**config.mk**
```make
export PLATFORM = sky130hd
export DESIGN_NAME = button_step_gen
export DESIGN_NICKNAME = d
export VERILOG_FILES = /design/src/rtl/button_step_gen.sv
export SDC_FILE = /design/constraint.sdc
export NUM_CORES = 1
export LEC_CHECK = 0
export ABC_AREA = 1
export BUFFER_PORTS_ARGS = -buffer_cell sky130_fd_sc_hd__buf_2
export CORE_ASPECT_RATIO = 1.1
export CORE_UTILIZATION = 32
export DETAILED_ROUTE_END_ITERATION = 12
export PLACE_DENSITY = 0.52
export SLEW_MARGIN = 20
export SYNTH_ARGS = -nofsm -noshare
export SYNTH_HDL_FRONTEND = slang
export SYNTH_SLANG_ARGS = --single-unit
```
**constraint.sdc**
```tcl
create_clock -name clk -period 5.7 [get_ports clk]
set_clock_uncertainty 0.2 [all_clocks]
set_input_delay 1.425 -clock clk [delete_from_list [all_inputs] [get_ports clk]]
set_output_delay 1.425 -clock clk [all_outputs]
set_load 0.02 [all_outputs]
```
**src/rtl/button_step_gen.sv**
```systemverilog
// button_step_gen: debounced front-panel buttons to one-cycle step/preset pulses with hold-to-repeat.
module button_step_gen #(
  parameter int DEBOUNCE_CYCLES = 500000,
  parameter int REPEAT_DELAY    = 50000000,
  parameter int REPEAT_PERIOD   = 10000000
) (
  input  logic clk,
  input  logic rst,
  input  logic btn_up,
  input  logic btn_dn,
  input  logic btn_preset,
  output logic step_up,
  output logic step_dn,
  output logic preset,
  output logic held_up,
  output logic held_dn
);
  localparam int DW = $clog2(DEBOUNCE_CYCLES + 1);
  localparam int RMAX = REPEAT_DELAY > REPEAT_PERIOD ? REPEAT_DELAY : REPEAT_PERIOD;
  localparam int RW = $clog2(RMAX + 1);
  typedef enum logic [1:0] {IDLE, DELAY, REPEAT, LOCK} state_t;
  state_t state;
  logic [2:0] raw, s1, s2, lvl, lvl_d, rise;
  logic [DW-1:0] cnt [3];
  logic [RW-1:0] rcnt;
  logic dir, dir_held, opp_held;
  assign raw = {btn_preset, btn_dn, btn_up};
  assign rise = lvl & ~lvl_d;
  assign held_up = lvl[0];
  assign held_dn = lvl[1];
  assign dir_held = dir ? lvl[1] : lvl[0];
  assign opp_held = dir ? lvl[0] : lvl[1];
  // bit 0 = up, 1 = dn, 2 = preset; the level flips once the mismatch has lasted DEBOUNCE_CYCLES
  always_ff @(posedge clk or posedge rst)
    if (rst) begin
      s1 <= '0;
      s2 <= '0;
      lvl <= '0;
      lvl_d <= '0;
      for (int b = 0; b < 3; b++) cnt[b] <= '0;
    end else begin
      s1 <= raw;
      s2 <= s1;
      lvl_d <= lvl;
      for (int b = 0; b < 3; b++)
        if (s2[b] == lvl[b]) cnt[b] <= '0;
        else if (cnt[b] == DW'(DEBOUNCE_CYCLES)) begin
          lvl[b] <= ~lvl[b];
          cnt[b] <= '0;
        end else cnt[b] <= cnt[b] + 1'b1;
    end
  // dir: 0 = up, 1 = dn; preset overrides everything and parks the FSM in LOCK
  always_ff @(posedge clk or posedge rst)
    if (rst) begin
      state <= IDLE;
      rcnt <= '0;
      dir <= 1'b0;
      step_up <= 1'b0;
      step_dn <= 1'b0;
      preset <= 1'b0;
    end else begin
      step_up <= 1'b0;
      step_dn <= 1'b0;
      preset <= 1'b0;
      if (rise[2]) begin
        preset <= 1'b1;
        state <= LOCK;
      end else
        case (state)
          IDLE:
            if (rise[0] | rise[1]) begin
              if (lvl[0] & lvl[1]) state <= LOCK;
              else begin
                step_up <= rise[0];
                step_dn <= rise[1];
                dir <= rise[1];
                rcnt <= '0;
                state <= DELAY;
              end
            end
          DELAY, REPEAT:
            if (!dir_held) state <= IDLE;
            else if (opp_held) state <= LOCK;
            else if (rcnt == (state == DELAY ? RW'(REPEAT_DELAY - 1) : RW'(REPEAT_PERIOD - 1))) begin
              step_up <= ~dir;
              step_dn <= dir;
              rcnt <= '0;
              state <= REPEAT;
            end else rcnt <= rcnt + 1'b1;
          LOCK: state <= lvl == 3'b000 ? IDLE : LOCK;
          default: state <= IDLE;
        endcase
    end
endmodule

```
# After elaboration in Yosys (flattened, before gate mapping)
# Cells that the tools add are included.
# W data, S select, Z words.
# word_totals
in_bits,5
wordCells,96
out_inout_bits,5
regBits,101
# classes
n_mux,38
reduce_logical,10
add_sub_neg,4
eq_ne,16
n_bitwise,13
# ops
operator,n
$mux W26,6
$mux W19,6
$add A19 B1 Y19 const B,3
$eq A19 B19 Y1 const B,3
$pmux W26 S2,1
$add A26 B1 Y26 const B,1
$eq A26 B26 Y1,1
$mux W1,15
$mux W2,7
$not A1 Y1,9
$ne A2 B2 Y1 const B,4
$reduce_and A2 Y1,4
$pmux W2 S3,1
$reduce_and A6 Y1,1
$ne A5 B5 Y1 const B,1
$eq A2 B2 Y1 const B,2
$pmux W1 S2,2
$reduce_and A4 Y1,1
$and A3 B3 Y3,1
$eq A1 B1 Y1,3
$logic_not A3 Y1,1
$ne A3 B3 Y1 const B,1
$not A3 Y3,1
$eq A2 B1 Y1 const B,1
other kinds (5),5

# Depth between registers and ports, before layout
# Gate-level depths: netlist (run 1).
# logic_depth
ltp_word,8
ltp_mapped,14
depth_no_buf,12

# Least setup slack after synthesis (run 1)
# No wires, ideal clock.
# synth_path
kind,register to output
from,register lvl[1]
to,output held_dn
path_stages_with_launch,1
path_slack_ns,3.626
path_buffers,0
t_arrival_ns,0.449
required_time_ns,4.075
path_cell_list,dfrtp_1
# synth_rtl
element,line_no,source
from (decl),23,"logic [2:0] raw, s1, s2, lvl, lvl_d, rise;"
"from (signal, indexed assignment)",48,lvl[b] <= ~lvl[b];
to (decl),16,output logic held_dn
# No word-level cell between the ends.

# Worst setup path after layout (run 1)
# layout_path
from,register lvl[1]
to,output held_dn
# No word-level cell between the ends.

==> results_dict.tcl, run 1 <==
set metrics [dict create \
    core_area_sq_um 17900 \
    hold_path.class "register to register" \
    synth_top_cell_by_area "dfrtp_1" \
    viasPerCell 4.72 \
    num_vias 5074 \
    synth_top_flop_cell "dfrtp_1" \
    cp.buffers_inverters 1 \
    setup_viol 0 \
    cts_made_buffers 9 \
    final.setup.worst_slack_ns 2.88 \
    dp_cells 1059 \
    crit_chain "buf_2" \
    dieArea_sq_um 19100 \
    critPathSlowestCell "dfrtp_1" \
    grt_use_total 0.153 \
    antenna_found_initial 0 \
    synth_area_leaders "dfrtp_1, nand2_1, nor2_1, inv_1, nand3_1" \
    period_needed_ns 2.82 \
    synth_nets 837 \
    synth_edf_count 0 \
    crit_family "flip-flops" \
    ys_warn_count 0 \
    synth_common_cells "nand2_1, nor2_1, inv_1" \
    cts.repair.resized 0 \
    power_mw 1.37 \
    grt_max_degree 79 \
    ys_ff_latch 101 \
    setup_tns_ns 0 \
    final_max_slew_viol_count 0 \
    worst_pin_slew_ns 0.716 \
    min_path_cells 0 \
    io_buffer_count 9 \
    maxCapViolCount 0 \
    reg2reg_depth 11 \
    ys_types 34 \
    cp.required_ns 4.07 \
    cp.depth 1 \
    cts_tree "built" \
    seq_area_frac_synth 0.427 \
    grt_pass1_vias 4845 \
    globalplace.congestion 0.854 \
    synthMostInstantiatedCell "nand2_1" \
    status "complete, no violations" \
    dp_hpwl_mm 9.87 \
    dr.pass1.iters 5 \
    crit_path_end_kind "output port" \
    rsz0062_at_grt "false" \
    syn_inst 822 \
    layout.cells.non_filler 1075 \
    die_x_um 132 \
    power_leakage_nw 2.81 \
    synth_top_area_frac 0.427 \
    vdd_drop_max_uv 150 \
    slew_headroom 0.522 \
    areaGrowthSynthToFinish_pct 9.35 \
    critPathArrivalTime_ns 1.19 \
    clk_latency_ns 0.36 \
    async_flop_share 1.00 \
    critPathMaxFanout 10 \
    clock-sinks 101 \
    final_nets 847 \
    fill_cells 1942 \
    clk_pin_slew_ns 0.08 \
    finalCritPeriodShare 0.495 \
    critPathMaxStageDelay_ns 0.59 \
    diodes 0 \
    cts_buffer_depth 2 \
    root_buffer "clkbuf_16" \
    postCtsHoldBufs 0 \
    wirelength_mm 13.5 \
    avgSynthCellArea_sq_um 7.21 \
    synth_area_sq_um 5930 \
    cts.htree.levels 3 \
    crit_type "register to output port" \
    grt_pass1_wl_mm 23.3 \
    rows 51 \
    drive_gt1_frac 0.0597 \
    grt_overflow 0 \
    startpoint_type "register" \
    initial_core_util 0.330 \
    wl_per_cell_um 12.5 \
    post_cts_buffers 0 \
    die_h_um 145 \
    p_per_area_nw_per_um2 212 \
    fmax_mhz 355 \
    drt-initial-drc-count 295 \
    drc 0 \
    dp_slack_ns 2.81 \
    ioPinCount 10 \
    final_antenna_net_count 0 \
    finalHoldViolCount 0 \
]
[cells in the final DEF (no fill, tap or decap), drive strengths merged, types with 3 or more instances in the layout]
cell    synthesis  layout
nand3b          6       6
nor2          147     147
inv           112     114
nand2         202     202
o21bai          5       5
buf             8      10
o21a            3       3
a21oi          17      17
clkbuf          3      10
nor3           49      49
nand4          24      24
a31oi           3       3
o21ai          23      23
xnor2           4       4
clkinv          3       5
dfrtp         101     101
nor4            3       3
ha             10      10
xor2           21      21
nand3          69      69
nor3b           6       6
[layout make-up]
| cell class | count | area, sq um | area share |
|---|---|---|---|
| inverter | 115 | 437 | 0.0674 |
| sequential | 101 | 2530 | 0.390 |
| multi-input combinational | 595 | 2880 | 0.445 |
| clock buffer | 10 | 229 | 0.0353 |
| timing repair buffer | 10 | 52.6 | 0.00811 |
| clock inverter | 6 | 55.1 | 0.00850 |
| tap | 238 | 298 | 0.0460 |
[per-stage QoR]
| stage | hold WS (ns) | util | area, sq um |
|---|---|---|---|
| floorplan | 0.131 | - | 5930 |
| global placement | 0.133 | 0.345 | 6190 |
| detailed placement | 0.137 | 0.345 | 6190 |
| CTS | 0.155 | 0.361 | 6480 |
| global route | 0.158 | 0.361 | 6480 |
| finish | 0.152 | 0.361 | 6480 |
[registers in the layout, indices dropped and copies added (netlist names)]
name / count
lvl_d: 3
lvl: 3
step_dn: 1
cnt: 57
step_up: 1
state: 2
s2: 3
rcnt: 26
s1: 3
preset: 1
dir: 1
[worst register-to-register path, cell delays in order (launching register included)]
cell	delay (ns)
dfrtp_1	0.40
inv_1	0.08
ha_1	0.45
clkinv_1	0.37
nand2_1	0.15
nand2_1	0.06
nor2_1	0.10
nand2_1	0.12
nand2_1	0.12
nand2_2	0.15
inv_2	0.27
nor2_1	0.09
[report_power, final]
group / total (mW) / switching [mW] / leakage [nW] / internal (mW)
registers: 0.730 / 0.00641 / 1.39 / 0.723
logic: 0.0439 / 0.0330 / 1.28 / 0.0109
clock network: 0.599 / 0.295 / 0.133 / 0.304
total: 1.37 / 0.334 / 2.81 / 1.04
[kinds of logic (layout without fill, tap and decap cells)]
group	after synthesis	after routing	synth area share
xor+xnor	25	25	0.0370
fa+ha+maj	10	10	0.0211
simple gates	508	508	0.379
flops	101	101	0.427
compound gates	52	52	0.0490
buf+inv	126	141	0.0872
[layer usage]
| metal | part of all wire | track usage | up-vias |
|---|---|---|---|
| li1 | - | - | 2643 |
| met1 | 0.49 | 0.193 | 2359 |
| met2 | 0.47 | 0.268 | 64 |
| met3 | 0.027 | 0.0341 | 8 |
| met4 | 0.0093 | 0.0330 | 0 |
| met5 | 0 | 0 | - |
[final timing paths]
| check | from | endpoint | slack [ns] |
|---|---|---|---|
| setup reg to reg | state[1] | rcnt[12] | 3.02 |
| hold reg to reg | s1[1] | s2[1] | 0.15 |
| max in group asynchronous | rst | rcnt[18] | 3.48 |
| hold / removal | s1[1] | s2[1] | 0.15 |
| min in group asynchronous | rst | cnt[37] | 0.98 |
| setup / recovery | lvl[1] | held_dn | 2.88 |
No activity file was read; power rests on OpenSTA's default activity.
==> inputs of run 2 (changes only) <==
Settings changed: PLACE_DENSITY 0.52 to 0.54.
Clock period 5.7 ns to 2.3 ns, I/O delays scaled along.
==> results_dict.tcl, run 2 (same netlist as run 1, synthesis figures left out) <==
set metrics [dict create \
    postCtsHoldBufs 0 \
    clock-sinks 101 \
    top_register "cnt" \
    grt_overflow 0 \
    grt_max_degree 29 \
    r2r-end "rcnt[8]" \
    wl_per_cell_um 12.2 \
    highest_layer "met4" \
    finalCritPeriodShare 0.933 \
    critPathSlowestCell "dfrtp_1" \
    globalplace.congestion 0.898 \
    startpoint_type "register" \
    setup_tns_ns 0 \
    die_x_um 132 \
    post_dp_cell_area_sq_um 6350 \
    ioPinCount 10 \
    rows 51 \
    critPathArrivalTime_ns 2.23 \
    final.setup.worst_slack_ns 0.155 \
    pwr-share-clk 0.445 \
    crit_path_end_kind "register" \
    fin_area_sq_um 6660 \
    fin_hold_ws_ns 0.00756 \
    period_needed_ns 2.14 \
    critPathMaxFanout 11 \
    cts.htree.levels 3 \
    seqCellArea_sq_um 2530 \
    dr.pass1.iters 4 \
    p_per_area_nw_per_um2 521 \
    rsz0062_at_grt "true" \
    setup_viol 0 \
    wl_met3_um 399 \
    worst_pin_slew_ns 0.391 \
    reg2reg_depth 11 \
    crit_type "register to register" \
    core_area_sq_um 17900 \
    diodes 0 \
    seqPwrFrac 0.520 \
    hold_path.class "input port to async pin" \
    cts_made_buffers 9 \
    grt_pass1_wl_mm 23.8 \
    status "complete, no violations" \
    drt-initial-drc-count 281 \
    internal-power_mw 2.63 \
    final_max_slew_viol_count 0 \
    viasPerCell 4.67 \
    layout.cells.non_filler 1094 \
    wirelength_mm 13.4 \
    io_buffer_count 9 \
    clk_pin_slew_ns 0.08 \
    dieArea_sq_um 19100 \
    power_mw 3.47 \
    grt_pass1_vias 4999 \
    r2r_start "state[0]" \
    reg_top3 "cnt (57), rcnt (26)" \
    drc 0 \
    crit_chain "inv_1, ha_1, inv_1, nor2_1, nor2_2, nand2_1, nor2_4, buf_4, nand2_1, xor2_1, nor2_1" \
    cts_buffer_depth 2 \
    met1Wirelength_mm 6.56 \
    rrSetupSlack_ns 0.16 \
    drive_gt1_frac 0.0818 \
    power_frac_comb 0.034 \
    grt_use_total 0.155 \
    final_core_util 0.372 \
    critPathMaxStageDelay_ns 0.40 \
    layout_commonest_cell "nand2_1" \
    final_cell_mix "nand2_1, nor2_1, inv_1, dfrtp_1, nand3_1" \
    finalHoldViolCount 0 \
    switchingPower_uw 846 \
    dp_cells 1078 \
    clk_latency_ns 0.36 \
    cts_tree "built" \
    power_leakage_nw 2.92 \
    final_nets 866 \
    final_antenna_net_count 0 \
    areaGrowthSynthToFinish_pct 12.4 \
    fill_cells 1908 \
    slew_headroom 0.737 \
    die_h_um 145 \
    initial_core_util 0.330 \
    antenna_found_initial 0 \
    dp_hpwl_mm 10.1 \
    dp_slack_ns 0.140 \
    largest_register_ffs 57 \
    num_vias 5109 \
    multi_input_area_sq_um 2890 \
    vdd_drop_max_uv 386 \
    wl_met2_mm 6.15 \
    fmax_mhz 466 \
    maxCapViolCount 0 \
    cp.required_ns 2.38 \
    root_buffer "clkbuf_16" \
    switching_share 0.244 \
]
## run 2: cell count changes in the layout (fill, tap and decap cells not counted), sizes merged
cell,before,now
clkinvlp,2,1
clkinv,5,4
inv,114,116
buf,10,29
## run 2: critical path: cells and delay by family, from the launching register on
kind,cells,cell delay (ns)
fa+ha+maj,1,0.23
buf+inv,3,0.40
simple gates,6,0.70
flops,1,0.40
xor+xnor,1,0.14
## run 2: repair_timing
item / 4_1_cts / 5_1_grt
gates resized for setup: 0 / 3
hold endpoints to repair: 0 / 0
setup buffers: 0 / 0
setup endpoints to repair: 0 / 12
## run 2: how the worst max path moves through the flow
stage	start	end	slack, ns	cells after the start
finish	state[0]	rcnt[8]	0.16	11
CTS	rcnt[0]	rcnt[20]	0.12	10
floorplan	rst	cnt[0]	0.32	1
detailed placement	rcnt[0]	rcnt[8]	0.14	10
global placement	state[0]	rcnt[13]	0.21	10
global route	state[0]	rcnt[8]	-0.01	11
## run 2: layer usage
metal | track usage | vias to the layer above
met2 | 0.261 | 54
li1 | - | 2682
met4 | 0.0520 | 0
met3 | 0.0345 | 15
met1 | 0.198 | 2358
met5 | 0 | -
## run 2: cell type report
cell class              count  share of cell area
flip-flops and latches    101               0.379
clock buffers              10              0.0359
repair buffers             29              0.0317
inverters                 115              0.0657
multi-input cells         595               0.434
well taps                 238              0.0447
clock inverters             6             0.00901
## run 2: power groups by stage
| stage | Combinational [mW] | Sequential (mW) | Clock [mW] |
|---|---|---|---|
| floorplan | 0.0788 | 1.84 | 0 |
| global placement | 0.125 | 1.84 | 0 |
| detailed placement | 0.125 | 1.84 | 0 |
| CTS | 0.126 | 1.81 | 1.61 |
| global route | 0.142 | 1.81 | 1.67 |
| finish | 0.119 | 1.81 | 1.55 |
==> inputs of run 3 (changes only) <==
==> constraint.sdc (replaced) <==
create_clock -name clk -period 2.3 [get_ports clk]
set_clock_uncertainty 0.2 [all_clocks]
set_input_delay 0.115 -clock clk [delete_from_list [all_inputs] [get_ports clk]]
set_output_delay 0.115 -clock clk [all_outputs]
set_load 0.02 [all_outputs]
==> results_dict.tcl, run 3 (same netlist as run 1, synthesis figures left out) <==
set metrics [dict create \
    status "complete, no violations" \
    cts_tree "built" \
    critPathMaxStageDelay_ns 0.40 \
    drt-initial-drc-count 263 \
    viasPerCell 4.70 \
    hold_path_end "s2[2]" \
    core_area_sq_um 17900 \
    p_per_area_nw_per_um2 517 \
    final_antenna_net_count 0 \
    finalCritPeriodShare 0.915 \
    worst_pin_slew_ns 0.555 \
    final.setup.worst_slack_ns 0.195 \
    critPathMaxFanout 11 \
    io_buffer_count 9 \
    crit_chain "inv_1, ha_1, inv_1, nor2_1, nor2_2, nand2_1, nor2_4, buf_4, nand2_1, xor2_1, nor2_1" \
    drive_gt1_frac 0.0771 \
    areaGrowthSynthToFinish_pct 12.8 \
    final_max_slew_viol_count 0 \
    highest_layer "met4" \
    globalplace.congestion 0.857 \
    dp_cells 1074 \
    crit_start "state[0]" \
    grt_pass1_wl_mm 23.4 \
    cp.required_ns 2.39 \
    min_path_cells 0 \
    die_x_um 132 \
    dp_slack_ns 0.118 \
    power_mw 3.45 \
    diodes 0 \
    final_nets 866 \
    wl_met2_mm 6.19 \
    fmax_mhz 475 \
    vdd_drop_max_uv 383 \
    wirelength_mm 13.3 \
    rrSetupSlack_ns 0.20 \
    clk_pin_slew_ns 0.08 \
    rows 51 \
    hp-start "s1[2]" \
    root_buffer "clkbuf_16" \
    crit_path_end_kind "register" \
    dp_hpwl_mm 9.80 \
    hold_path.class "register to register" \
    cts.htree.levels 3 \
    wl_per_cell_um 12.2 \
    maxCapViolCount 0 \
    crit_type "register to register" \
    grt_overflow 0 \
    grt_max_degree 102 \
    setup_tns_ns 0 \
    layout.cells.non_filler 1094 \
    final_cell_mix "nand2_1, nor2_1, inv_1, dfrtp_1, nand3_1" \
    largest_register_ffs 57 \
    wl_met3_um 471 \
    reg_top3 "cnt (57), rcnt (26)" \
    antenna_found_initial 0 \
    drc 0 \
    dieArea_sq_um 19100 \
    die_h_um 145 \
    cts_buffer_depth 2 \
    num_vias 5140 \
    initial_core_util 0.330 \
    grt_use_total 0.154 \
    finalHoldViolCount 0 \
    startpoint_type "register" \
    slew_headroom 0.630 \
    critPathArrivalTime_ns 2.19 \
    cts_made_buffers 9 \
    ioPinCount 10 \
    power_leakage_nw 2.91 \
    dr.pass1.iters 5 \
    grt_pass1_vias 4883 \
    clk_latency_ns 0.36 \
    layout_commonest_cell "nand2_1" \
    cp.buffers_inverters 3 \
    setup_viol 0 \
    period_needed_ns 2.10 \
    clock-sinks 101 \
    rsz0062_at_grt "true" \
    r2r-end "rcnt[8]" \
    reg2reg_depth 11 \
    critPathSlowestCell "dfrtp_1" \
    top_register "cnt" \
    met1Wirelength_mm 6.48 \
    r2r_start "state[0]" \
    crit_family "simple AND/OR/NAND/NOR gates" \
]
## run 3: through the flow
| step | area [sq um] | util | hold slack [ns] |
|---|---|---|---|
| finish | 6680 | 0.373 | 0.154 |
| global route | 6680 | 0.373 | 0.168 |
| CTS | 6660 | 0.372 | 0.157 |
| detailed placement | 6320 | 0.352 | 0.0243 |
| global placement | 6320 | 0.352 | 0.0244 |
| floorplan | 5930 | - | -0.0536 |
## run 3: worst reg2reg max path: cells and delay by family, from the launching register on
family	cells	cell delay, ns
adder cells (fa/ha/maj)	1	0.24
XOR/XNOR	1	0.14
flip-flops	1	0.40
buffers and inverters	3	0.39
AND/OR/NAND/NOR	6	0.68
## run 3: report_power, final
part           switching, mW  internal, mW  total, mW
clock network          0.734         0.795       1.53
logic                 0.0802        0.0359      0.116
registers             0.0149          1.79       1.81
total                  0.829          2.62       3.45
## run 3: repair_timing
action	4_1_cts	5_1_grt
hold buffers	4	0
gates resized for setup	0	5
buffers inserted	0	0
endpoints found under the hold margin	104	0
setup endpoints to repair	0	14
## run 3: how the worst max path moves through the flow
| stage | to | slack (ns) | cells after the start |
|---|---|---|---|
| after global routing | rcnt[2] | -0.002 | 12 |
| after floorplan | rcnt[2] | 0.40 | 11 |
| after CTS | rcnt[19] | 0.10 | 10 |
| final | rcnt[8] | 0.20 | 11 |
| after detailed placement | rcnt[19] | 0.12 | 10 |
| after global placement | rcnt[2] | 0.21 | 10 |
## run 3: cell type report
class                           count  area [sq um]
Clock buffer                       10           239
Inverter                          115           440
Sequential cell                   101          2530
Clock inverter                      6          62.6
Tap cell                          238           298
Multi-Input combinational cell    595          2890
Fill cell                        1925         11200
Timing Repair Buffer               29           221
## run 3: metal layers
layer | up-vias | GRT usage
met3 | 19 | 0.0369
li1 | 2676 | -
met2 | 91 | 0.258
met1 | 2354 | 0.196
met4 | 0 | 0.0477
met5 | - | 0
